### config.mk
export PLATFORM = sky130hd
export DESIGN_NAME = hazard_unit_flat
export DESIGN_NICKNAME = d
export VERILOG_FILES = /design/src/rtl/hazard_unit_if.sv /design/src/rtl/hazard_unit.sv /design/src/flat_wrapper.sv
export SDC_FILE = /design/constraint.sdc
export NUM_CORES = 1
export LEC_CHECK = 0
export BUFFER_PORTS_ARGS = -buffer_cell sky130_fd_sc_hd__buf_2
export CAP_MARGIN = 20
export CORE_MARGIN = 3
export CORE_UTILIZATION = 58
export DETAILED_ROUTE_END_ITERATION = 16
export PLACE_DENSITY = 0.95
export RECOVER_POWER = 50
export SLEW_MARGIN = 20
export SYNTH_ARGS = -nofsm -noshare
export SYNTH_HDL_FRONTEND = slang
export SYNTH_SLANG_ARGS = --single-unit
### constraint.sdc
create_clock -name clock_in -period 2.9 [get_ports clock_in]
set_input_delay 0.29 -clock clock_in [delete_from_list [all_inputs] [get_ports clock_in]]
set_output_delay 0.29 -clock clock_in [all_outputs]
set_load 0.02 [all_outputs]
### src/rtl/hazard_unit_if.sv
// Hazard unit bus: groups the IF/WB/flush inputs and the ID/stall/pending outputs.
// The master modport is the pipeline side; the slave modport is the hazard unit.
//   if_*    : IF-stage instruction (valid, sources ra/rb, destination rd, rd write, load)
//   wb_*    : returning load data (valid, destination register)
//   flush   : pipeline flush request
//   id_*    : ID-stage destination register and its valid flag
//   stall   : hold IF and bubble ID (combinational)
//   pending : pending-load bitmap, bit n = register xn
//   state   : FSM state, 0 = RUN, 1 = STALL
interface hazard_unit_if;
  logic        hzd_if_valid_in;
  logic [4:0]  hzd_if_ra_addr_in;
  logic [4:0]  hzd_if_rb_addr_in;
  logic [4:0]  hzd_if_rd_addr_in;
  logic        hzd_if_rd_we_in;
  logic        hzd_if_load_in;
  logic        hzd_wb_valid_in;
  logic [4:0]  hzd_wb_rd_addr_in;
  logic        hzd_flush_in;
  logic [4:0]  hzd_id_rd_addr_out;
  logic        hzd_id_rd_we_out;
  logic        hzd_stall_out;
  logic [31:0] hzd_pending_out;
  logic        hzd_state_out;

  modport master (
    output hzd_if_valid_in, hzd_if_ra_addr_in, hzd_if_rb_addr_in, hzd_if_rd_addr_in,
           hzd_if_rd_we_in, hzd_if_load_in, hzd_wb_valid_in, hzd_wb_rd_addr_in, hzd_flush_in,
    input  hzd_id_rd_addr_out, hzd_id_rd_we_out, hzd_stall_out, hzd_pending_out, hzd_state_out
  );

  modport slave (
    input  hzd_if_valid_in, hzd_if_ra_addr_in, hzd_if_rb_addr_in, hzd_if_rd_addr_in,
           hzd_if_rd_we_in, hzd_if_load_in, hzd_wb_valid_in, hzd_wb_rd_addr_in, hzd_flush_in,
    output hzd_id_rd_addr_out, hzd_id_rd_we_out, hzd_stall_out, hzd_pending_out, hzd_state_out
  );
endinterface

### src/rtl/hazard_unit.sv
// Load-use hazard unit. Tracks registers with loads in flight, stalls an IF instruction
// that reads one of them, and drives the ID-stage destination register (bubble on stall,
// flush or non-writing instruction).
// Ports:
//   clock_in  : clock, rising edge
//   reset_in  : asynchronous active-low reset
//   hzd       : hazard_unit_if.slave bus (see rtl/hazard_unit_if.sv)
//   hzd_stall_count_out : saturating count of stalled cycles (only with HZD_STALL_COUNTER_EN)
// Optional feature macro: HZD_STALL_COUNTER_EN.
module hazard_unit (
  input logic          clock_in,
  input logic          reset_in,
  hazard_unit_if.slave hzd
`ifdef HZD_STALL_COUNTER_EN
  ,
  output logic [15:0]  hzd_stall_count_out
`endif
);

  typedef enum logic [0:0] {StRun = 1'b0, StStall = 1'b1} state_e;

  state_e      state_q, state_d;
  logic [31:0] pending_q, pending_d;
  logic [4:0]  id_rd_q, id_rd_d;
  logic        id_we_q, id_we_d;
  logic        ra_hit, rb_hit, stall, accept;

  // A load returning this very cycle resolves the dependency, so it does not stall.
  always_comb begin
    ra_hit = (hzd.hzd_if_ra_addr_in != 5'd0) && pending_q[hzd.hzd_if_ra_addr_in] &&
             !(hzd.hzd_wb_valid_in && (hzd.hzd_wb_rd_addr_in == hzd.hzd_if_ra_addr_in));
    rb_hit = (hzd.hzd_if_rb_addr_in != 5'd0) && pending_q[hzd.hzd_if_rb_addr_in] &&
             !(hzd.hzd_wb_valid_in && (hzd.hzd_wb_rd_addr_in == hzd.hzd_if_rb_addr_in));
    stall  = hzd.hzd_if_valid_in && !hzd.hzd_flush_in && (ra_hit || rb_hit);
    accept = hzd.hzd_if_valid_in && !stall && !hzd.hzd_flush_in;
  end

  always_comb begin
    id_rd_d = 5'd0;
    id_we_d = 1'b0;
    if (accept && hzd.hzd_if_rd_we_in && (hzd.hzd_if_rd_addr_in != 5'd0)) begin
      id_rd_d = hzd.hzd_if_rd_addr_in;
      id_we_d = 1'b1;
    end

    // Clear first so a newer load to the same register wins.
    pending_d = pending_q;
    if (hzd.hzd_wb_valid_in) begin
      pending_d[hzd.hzd_wb_rd_addr_in] = 1'b0;
    end
    if (accept && hzd.hzd_if_load_in && hzd.hzd_if_rd_we_in &&
        (hzd.hzd_if_rd_addr_in != 5'd0)) begin
      pending_d[hzd.hzd_if_rd_addr_in] = 1'b1;
    end
    pending_d[0] = 1'b0;

    // stall already excludes flush, so flush always lands in StRun.
    state_d = stall ? StStall : StRun;
  end

  always_ff @(posedge clock_in or negedge reset_in) begin
    if (!reset_in) begin
      state_q   <= StRun;
      pending_q <= 32'd0;
      id_rd_q   <= 5'd0;
      id_we_q   <= 1'b0;
    end else begin
      state_q   <= state_d;
      pending_q <= pending_d;
      id_rd_q   <= id_rd_d;
      id_we_q   <= id_we_d;
    end
  end

  assign hzd.hzd_id_rd_addr_out = id_rd_q;
  assign hzd.hzd_id_rd_we_out   = id_we_q;
  assign hzd.hzd_stall_out      = stall;
  assign hzd.hzd_pending_out    = pending_q;
  assign hzd.hzd_state_out      = (state_q == StStall);

`ifdef HZD_STALL_COUNTER_EN
  logic [15:0] stall_cnt_q;

  always_ff @(posedge clock_in or negedge reset_in) begin
    if (!reset_in) begin
      stall_cnt_q <= 16'd0;
    end else if (stall && (stall_cnt_q != 16'hFFFF)) begin
      stall_cnt_q <= stall_cnt_q + 16'd1;
    end
  end

  assign hzd_stall_count_out = stall_cnt_q;
`endif

endmodule

### src/flat_wrapper.sv
// flat-port wrapper written by rule: the top's interface ports become plain ports
module hazard_unit_flat 
  (clock_in, reset_in, hzd_hzd_if_valid_in, hzd_hzd_if_ra_addr_in, hzd_hzd_if_rb_addr_in, hzd_hzd_if_rd_addr_in, hzd_hzd_if_rd_we_in, hzd_hzd_if_load_in, hzd_hzd_wb_valid_in, hzd_hzd_wb_rd_addr_in, hzd_hzd_flush_in, hzd_hzd_id_rd_addr_out, hzd_hzd_id_rd_we_out, hzd_hzd_stall_out, hzd_hzd_pending_out, hzd_hzd_state_out);
  hazard_unit_if hzd_i ();
  input logic clock_in;
  input logic reset_in;
  input wire logic [$bits(hzd_i.hzd_if_valid_in)-1:0] hzd_hzd_if_valid_in;
  input wire logic [$bits(hzd_i.hzd_if_ra_addr_in)-1:0] hzd_hzd_if_ra_addr_in;
  input wire logic [$bits(hzd_i.hzd_if_rb_addr_in)-1:0] hzd_hzd_if_rb_addr_in;
  input wire logic [$bits(hzd_i.hzd_if_rd_addr_in)-1:0] hzd_hzd_if_rd_addr_in;
  input wire logic [$bits(hzd_i.hzd_if_rd_we_in)-1:0] hzd_hzd_if_rd_we_in;
  input wire logic [$bits(hzd_i.hzd_if_load_in)-1:0] hzd_hzd_if_load_in;
  input wire logic [$bits(hzd_i.hzd_wb_valid_in)-1:0] hzd_hzd_wb_valid_in;
  input wire logic [$bits(hzd_i.hzd_wb_rd_addr_in)-1:0] hzd_hzd_wb_rd_addr_in;
  input wire logic [$bits(hzd_i.hzd_flush_in)-1:0] hzd_hzd_flush_in;
  output wire logic [$bits(hzd_i.hzd_id_rd_addr_out)-1:0] hzd_hzd_id_rd_addr_out;
  output wire logic [$bits(hzd_i.hzd_id_rd_we_out)-1:0] hzd_hzd_id_rd_we_out;
  output wire logic [$bits(hzd_i.hzd_stall_out)-1:0] hzd_hzd_stall_out;
  output wire logic [$bits(hzd_i.hzd_pending_out)-1:0] hzd_hzd_pending_out;
  output wire logic [$bits(hzd_i.hzd_state_out)-1:0] hzd_hzd_state_out;
  assign hzd_i.hzd_if_valid_in = hzd_hzd_if_valid_in;
  assign hzd_i.hzd_if_ra_addr_in = hzd_hzd_if_ra_addr_in;
  assign hzd_i.hzd_if_rb_addr_in = hzd_hzd_if_rb_addr_in;
  assign hzd_i.hzd_if_rd_addr_in = hzd_hzd_if_rd_addr_in;
  assign hzd_i.hzd_if_rd_we_in = hzd_hzd_if_rd_we_in;
  assign hzd_i.hzd_if_load_in = hzd_hzd_if_load_in;
  assign hzd_i.hzd_wb_valid_in = hzd_hzd_wb_valid_in;
  assign hzd_i.hzd_wb_rd_addr_in = hzd_hzd_wb_rd_addr_in;
  assign hzd_i.hzd_flush_in = hzd_hzd_flush_in;
  assign hzd_hzd_id_rd_addr_out = hzd_i.hzd_id_rd_addr_out;
  assign hzd_hzd_id_rd_we_out = hzd_i.hzd_id_rd_we_out;
  assign hzd_hzd_stall_out = hzd_i.hzd_stall_out;
  assign hzd_hzd_pending_out = hzd_i.hzd_pending_out;
  assign hzd_hzd_state_out = hzd_i.hzd_state_out;
  hazard_unit u_core (.clock_in(clock_in), .reset_in(reset_in), .hzd(hzd_i));
endmodule
==> results of run 1 <==
## power groups by stage
stage / combinational (uW) / clock, uW / sequential, uW
after floorplan: 164 / 0 / 610
after global placement: 267 / 0 / 587
final: 274 / 457 / 581
after detailed placement: 274 / 0 / 589
after CTS: 276 / 458 / 579
after global routing: 297 / 481 / 584
## critical path: cells and delay by family (launching register included)
| family | cells | cell delay (ns) |
|---|---|---|
| AO/OA/AOI/OAI | 3 | 0.81 |
| multiplexers | 1 | 0.50 |
| flip-flops | 1 | 0.45 |
| buffers and inverters | 1 | 0.16 |
## sequential cells by signal, indices dropped and copies added, names as in the netlist
signal,count
u_core.hzd.hzd_state_out,1
u_core.hzd.hzd_id_rd_addr_out,5
u_core.hzd.hzd_id_rd_we_out,1
u_core.hzd.hzd_pending_out,31
## cells by family after synthesis
family	Yosys count
xor gates and xnor gates	10
other	1
AOI/OAI and AO/OA	79
and+or+nand+nor	98
DFF	38
muxes	21
buffers and inverters	26
## cell usage in the layout, fill, tap and decap left out, types with 4 or more instances in the layout
master,count
clkbuf_1,20
nand3_1,8
xor2_1,8
nor3_1,8
nand2b_1,6
dfrtp_1,38
mux2i_1,10
buf_2,45
or3b_2,4
o21ai_0,32
o31ai_1,17
mux4_2,10
o31ai_2,14
nor2_1,14
clkbuf_8,6
nand3b_1,8
nand2_1,38
## final cells by class
cell class	instances	area [um^2]
Multi-Input combinational cell	209	1540
Clock buffer	6	82.6
Clock inverter	1	30.0
Inverter	3	11.3
Fill cell	337	1200
Tap cell	50	62.6
Timing Repair Buffer	68	323
Sequential cell	38	951
## routing by layer
metal | vias to the layer above | share of wire
met3 | 29 | 0.098
met2 | 161 | 0.47
met4 | 0 | 0.041
met5 | - | 0
met1 | 1161 | 0.39
li1 | 1121 | -
## worst paths after layout
check / slack (ns) / from / cells after the start / to
setup / recovery: 0.39 / u_core.hzd.hzd_pending_out[7] / 5 / hzd_hzd_stall_out
hold / removal: 0.25 / hzd_hzd_if_rd_addr_in[0] / 3 / u_core.hzd.hzd_id_rd_addr_out[0]
setup reg to reg: 0.61 / u_core.hzd.hzd_pending_out[7] / 5 / u_core.hzd.hzd_pending_out[3]
hold reg to reg: 0.59 / u_core.hzd.hzd_pending_out[9] / 2 / u_core.hzd.hzd_pending_out[9]
max in group asynchronous: 1.20 / reset_in / 1 / u_core.hzd.hzd_pending_out[27]
min in group asynchronous: 0.55 / reset_in / 1 / u_core.hzd.hzd_pending_out[12]
## metrics by stage
step	instances	total power, uW	area, um^2	worst slack (ns)
after floorplan	273	774	2640	0.776
after global placement	368	854	2910	0.607
after detailed placement	368	864	2910	0.537
after CTS	375	1310	3020	0.399
after global routing	375	1360	3000	0.300
final	375	1310	3000	0.394
==> results_dict.tcl, run 1 <==
set metrics [dict create \
    cp.arrival_ns 2.22 \
    final_core_util 0.713 \
    seq_area_frac_synth 0.360 \
    ys_async_sr_fraction 1.00 \
    post-synth-top-area-fraction 0.360 \
    cts_root_buffer "clkbuf_8" \
    grt-busiest-layer "met2" \
    drt-initial-drc-count 224 \
    grt_pass1_vias 2405 \
    p_int_uw 922 \
    ctsResizeCount 0 \
    gp_congestion 0.952 \
    min_period_over_period 0.864 \
    yosys.area_share.simple 0.186 \
    cts_hold_buf 0 \
    syn_nets 300 \
    yosysTopAreaCell "dfrtp_1" \
    p_leak_uw 0.00129 \
    core_mm2 0.00420 \
    crit_path_max_fanout 4 \
    syn_inst 273 \
    n_antenna_cell 0 \
    timing.fmax_mhz 399 \
    outcome "complete, but fails checks" \
    met3_usage 0.0561 \
    setup_violations 0 \
    yosys-top-cells-area "dfrtp_1 36%, mux4_2 8.5%, o31ai_2 6.6%" \
    drive_above_1_share 0.265 \
    rows 23 \
    ir_drop_uv 386 \
    crit_slowest_cell "mux4_2" \
    synth-compound-area-share 0.229 \
    synth_mux_area_frac 0.127 \
    syn_to_final_growth_pct 13.4 \
    io_pins 67 \
    grtUsageMet1 0.409 \
    relSlewSlack -0.327 \
    p_switching_uw 390 \
    firstDrtPassIters 4 \
    antenna_found_initial 0 \
    cpPeakStageDelay_ns 0.50 \
    dpl.hpwl_mm 5.49 \
    required_ns 2.61 \
    fin_nets 352 \
    clock-skew-final_ns 0.00451 \
    finalMaxSlewViolations 39 \
    clkSinkCount 38 \
    worstMarginPinSlew_ns 1.99 \
    detail_route.vias_per_cell 6.59 \
    synth_area_per_cell_um2 9.68 \
    cts.htree.levels 2 \
    clk_latency_ns 0.29 \
    hold_path_class "in2reg" \
    use_met2 0.480 \
    synth_top_family_by_area "compound AO/OA/AOI/OAI gates" \
    crit_type "reg2out" \
    final_antenna_net_count 0 \
    finalCriticalPeriod_ns 2.51 \
    io_buffers 65 \
    synth-seq-cells 38 \
    cts_tree "yes" \
    finalSetupTns_ns 0 \
    fin_hold_ws_ns 0.248 \
    path_cells "mux4_2, a2111oi_2, a2111oi_4, o211a_1, buf_2" \
    wl_per_cell_um 20.3 \
    p_clk_frac 0.348 \
    p_sw_frac 0.297 \
    initial_core_util 0.629 \
    numCtsBuffers 5 \
    dr_total_vias 2472 \
    grt_overflow_total 0 \
    p_per_area_mw_per_mm2 438 \
    die_w_um 73.5 \
    max_cap_violations 1 \
    synth-adder-area-share 0 \
    die_area_mm2 0.00540 \
    ys_types 43 \
    cts_max_path_buffers 2 \
    post_cts_buffers 0 \
    route.detailed.drc 0 \
    grt_pass1_wl_mm 12.2 \
    grt_usage 0.303 \
    synth-edff-count 0 \
    violations "capacitance limit, slew limit" \
    cts.reportedPaths.clkPinSlew_ns 0.07 \
    die_h_um 73.5 \
    ys_warn_count 0 \
    grt_max_degree 39 \
    hold_viol 0 \
    finalWirelength_mm 7.63 \
    synth_xor_area_frac 0.0331 \
    rsz0062_at_grt "false" \
    synth-main-ff-cell "dfrtp_1" \
    p_seq_frac 0.443 \
    end_kind "output port" \
    combPwrFrac 0.209 \
    synth_common_cells "38 x dfrtp_1, 38 x nand2_1, 32 x o21ai_0" \
    start_kind "flop" \
    syn-cell-area_mm2 0.00264 \
]
Power figures use the tool's default switching activity.
==> run 2: changes to the inputs <==
PLACE_DENSITY = 0.84   (was 0.95)
==> run 2 against run 1 <==
Against the previous run:
- die area is the same
- the run still ends with capacitance limit, slew limit left
- power shrank 7.5%
- fmax fell by 2.3%
- final cell count fell by 0.53%
- largest power group unchanged
- combinational power barely moved
- register-to-register slack is essentially flat
- global-route usage is 0.81 points lower
- non-clock buffer count decreased by 1
- sequential share of layout area grew 0.40 points
- sequential cell count unchanged
==> results_dict.tcl, run 2 (synthesized netlist as in run 1, its figures left out) <==
set metrics [dict create \
    clk_latency_ns 0.28 \
    core_mm2 0.00420 \
    required_ns 2.61 \
    grt_overflow_total 0 \
    crit_type "reg2out" \
    firstDrtPassIters 5 \
    final_antenna_net_count 0 \
    r2r_setup_slack_ns 0.61 \
    wl_met1_mm 3.08 \
    finalMaxSlewViolations 39 \
    crit_path_max_fanout 13 \
    io_buffers 65 \
    worstHoldStart "hzd_hzd_if_rd_addr_in[0]" \
    gp_congestion 0.917 \
    min_path_cells 3 \
    p_leak_uw 0.00127 \
    wl_per_cell_um 20.6 \
    min_period_over_period 0.885 \
    cts_tree "yes" \
    start_kind "flop" \
    dpl.hpwl_mm 5.46 \
    io_pins 67 \
    numCtsBuffers 5 \
    end_kind "output port" \
    finalWorstSetupSlack_ns 0.333 \
    cp.arrival_ns 2.28 \
    rows 23 \
    relSlewSlack -0.381 \
    fin_nets 351 \
    cts.htree.levels 2 \
    instances_no_fill 373 \
    min_to "u_core.hzd.hzd_id_rd_addr_out[0]" \
    cts_hold_buf 0 \
    dp.cells 367 \
    rsz0062_at_grt "false" \
    max_cap_violations 1 \
    cts.reportedPaths.clkPinSlew_ns 0.07 \
    n_antenna_cell 0 \
    setup_violations 0 \
    initial_core_util 0.629 \
    worstMarginPinSlew_ns 2.07 \
    route.detailed.drc 0 \
    die_h_um 73.5 \
    detail_route.vias_per_cell 6.77 \
    largest_reg_flops 31 \
    reg2reg_from "u_core.hzd.hzd_pending_out[7]" \
    finalCriticalPeriod_ns 2.57 \
    timing.fmax_mhz 390 \
    top_layer "met4" \
    wl_met2_mm 3.67 \
    grt_max_degree 39 \
    antenna_found_initial 0 \
    hold_viol 0 \
    ir_drop_uv 331 \
    cts_root_buffer "clkbuf_8" \
    stdcell_area_mm2 0.00296 \
    clkSinkCount 38 \
    dpl_cell_area_mm2 0.00290 \
    cts_max_path_buffers 2 \
    drt-initial-drc-count 252 \
    outcome "complete, but fails checks" \
    final_cell_mix "45 x buf_2, 38 x nand2_1, 38 x dfrtp_1" \
    r2r_end "u_core.hzd.hzd_pending_out[1]" \
    hold_path_class "in2reg" \
    wl_met3_um 759 \
    post-place-ws_ns 0.455 \
    grt_usage 0.295 \
    ctsResizeCount 0 \
    final_common_cell "buf_2" \
    violations "capacitance limit, slew limit" \
    grt_pass1_vias 2309 \
    dr_total_vias 2526 \
    p_per_area_mw_per_mm2 410 \
    p_total_uw 1210 \
    clock-skew-final_ns 0.00560 \
    finalWirelength_mm 7.67 \
    grt_pass1_wl_mm 12.0 \
    die_w_um 73.5 \
    die_area_mm2 0.00540 \
    drive_above_1_share 0.260 \
    finalSetupTns_ns 0 \
    rr_worst_depth 5 \
    syn_to_final_growth_pct 12.0 \
    post_cts_buffers 0 \
]
[run 2: cell types whose count changed in the layout (fill, tap and decap cells not counted), sizes merged]
| cell | change |
|---|---|
| bufinv | -1 |
| buf | -1 |
[run 2: worst max-delay path: stages (launching register included)]
cell and delay, ns:
dfrtp_1 0.44, mux4_2 0.51, nand3_1 0.10, a41oi_1 0.12, o21a_1 0.36, o211a_1 0.30
buf_2 0.16
[run 2: worst max path at each step]
stage	from	endpoint	slack, ns	cells past startpoint
final	u_core.hzd.hzd_pending_out[31]	hzd_hzd_stall_out	0.33	6
after global routing	u_core.hzd.hzd_pending_out[30]	hzd_hzd_stall_out	0.21	6
after CTS	u_core.hzd.hzd_pending_out[30]	hzd_hzd_stall_out	0.34	6
after detailed placement	hzd_hzd_if_rb_addr_in[0]	u_core.hzd.hzd_pending_out[1]	0.46	6
after global placement	hzd_hzd_if_rb_addr_in[0]	hzd_hzd_stall_out	0.51	6
after floorplan	u_core.hzd.hzd_pending_out[7]	hzd_hzd_stall_out	0.78	5
[run 2: metrics by stage]
step / hold slack (ns) / util
final: 0.256 / 0.704
after global routing: 0.260 / 0.704
after CTS: 0.136 / 0.710
after detailed placement: 0.441 / 0.691
after global placement: 0.426 / 0.691
after floorplan: -0.00559 / -
[run 2: report_power, final]
| part | total (uW) | switching, uW | internal, uW |
|---|---|---|---|
| registers | 582 | 29.1 | 553 |
| logic | 275 | 182 | 92.8 |
| clock network | 356 | 173 | 183 |
[run 2: cell type report]
| type | count | area [um^2] |
|---|---|---|
| inverters | 3 | 11.3 |
| clock buffers | 6 | 82.6 |
| fillers | 347 | 1240 |
| repair buffers | 67 | 315 |
| well taps | 50 | 62.6 |
| multi-input cells | 209 | 1540 |
| flip-flops and latches | 38 | 951 |
[run 2: routing by layer]
layer | global-route usage | vias to the layer above
li1 | - | 1111
met1 | 0.399 | 1225
met2 | 0.478 | 169
met3 | 0.0479 | 21
met4 | 0.107 | 0
met5 | 0 | -
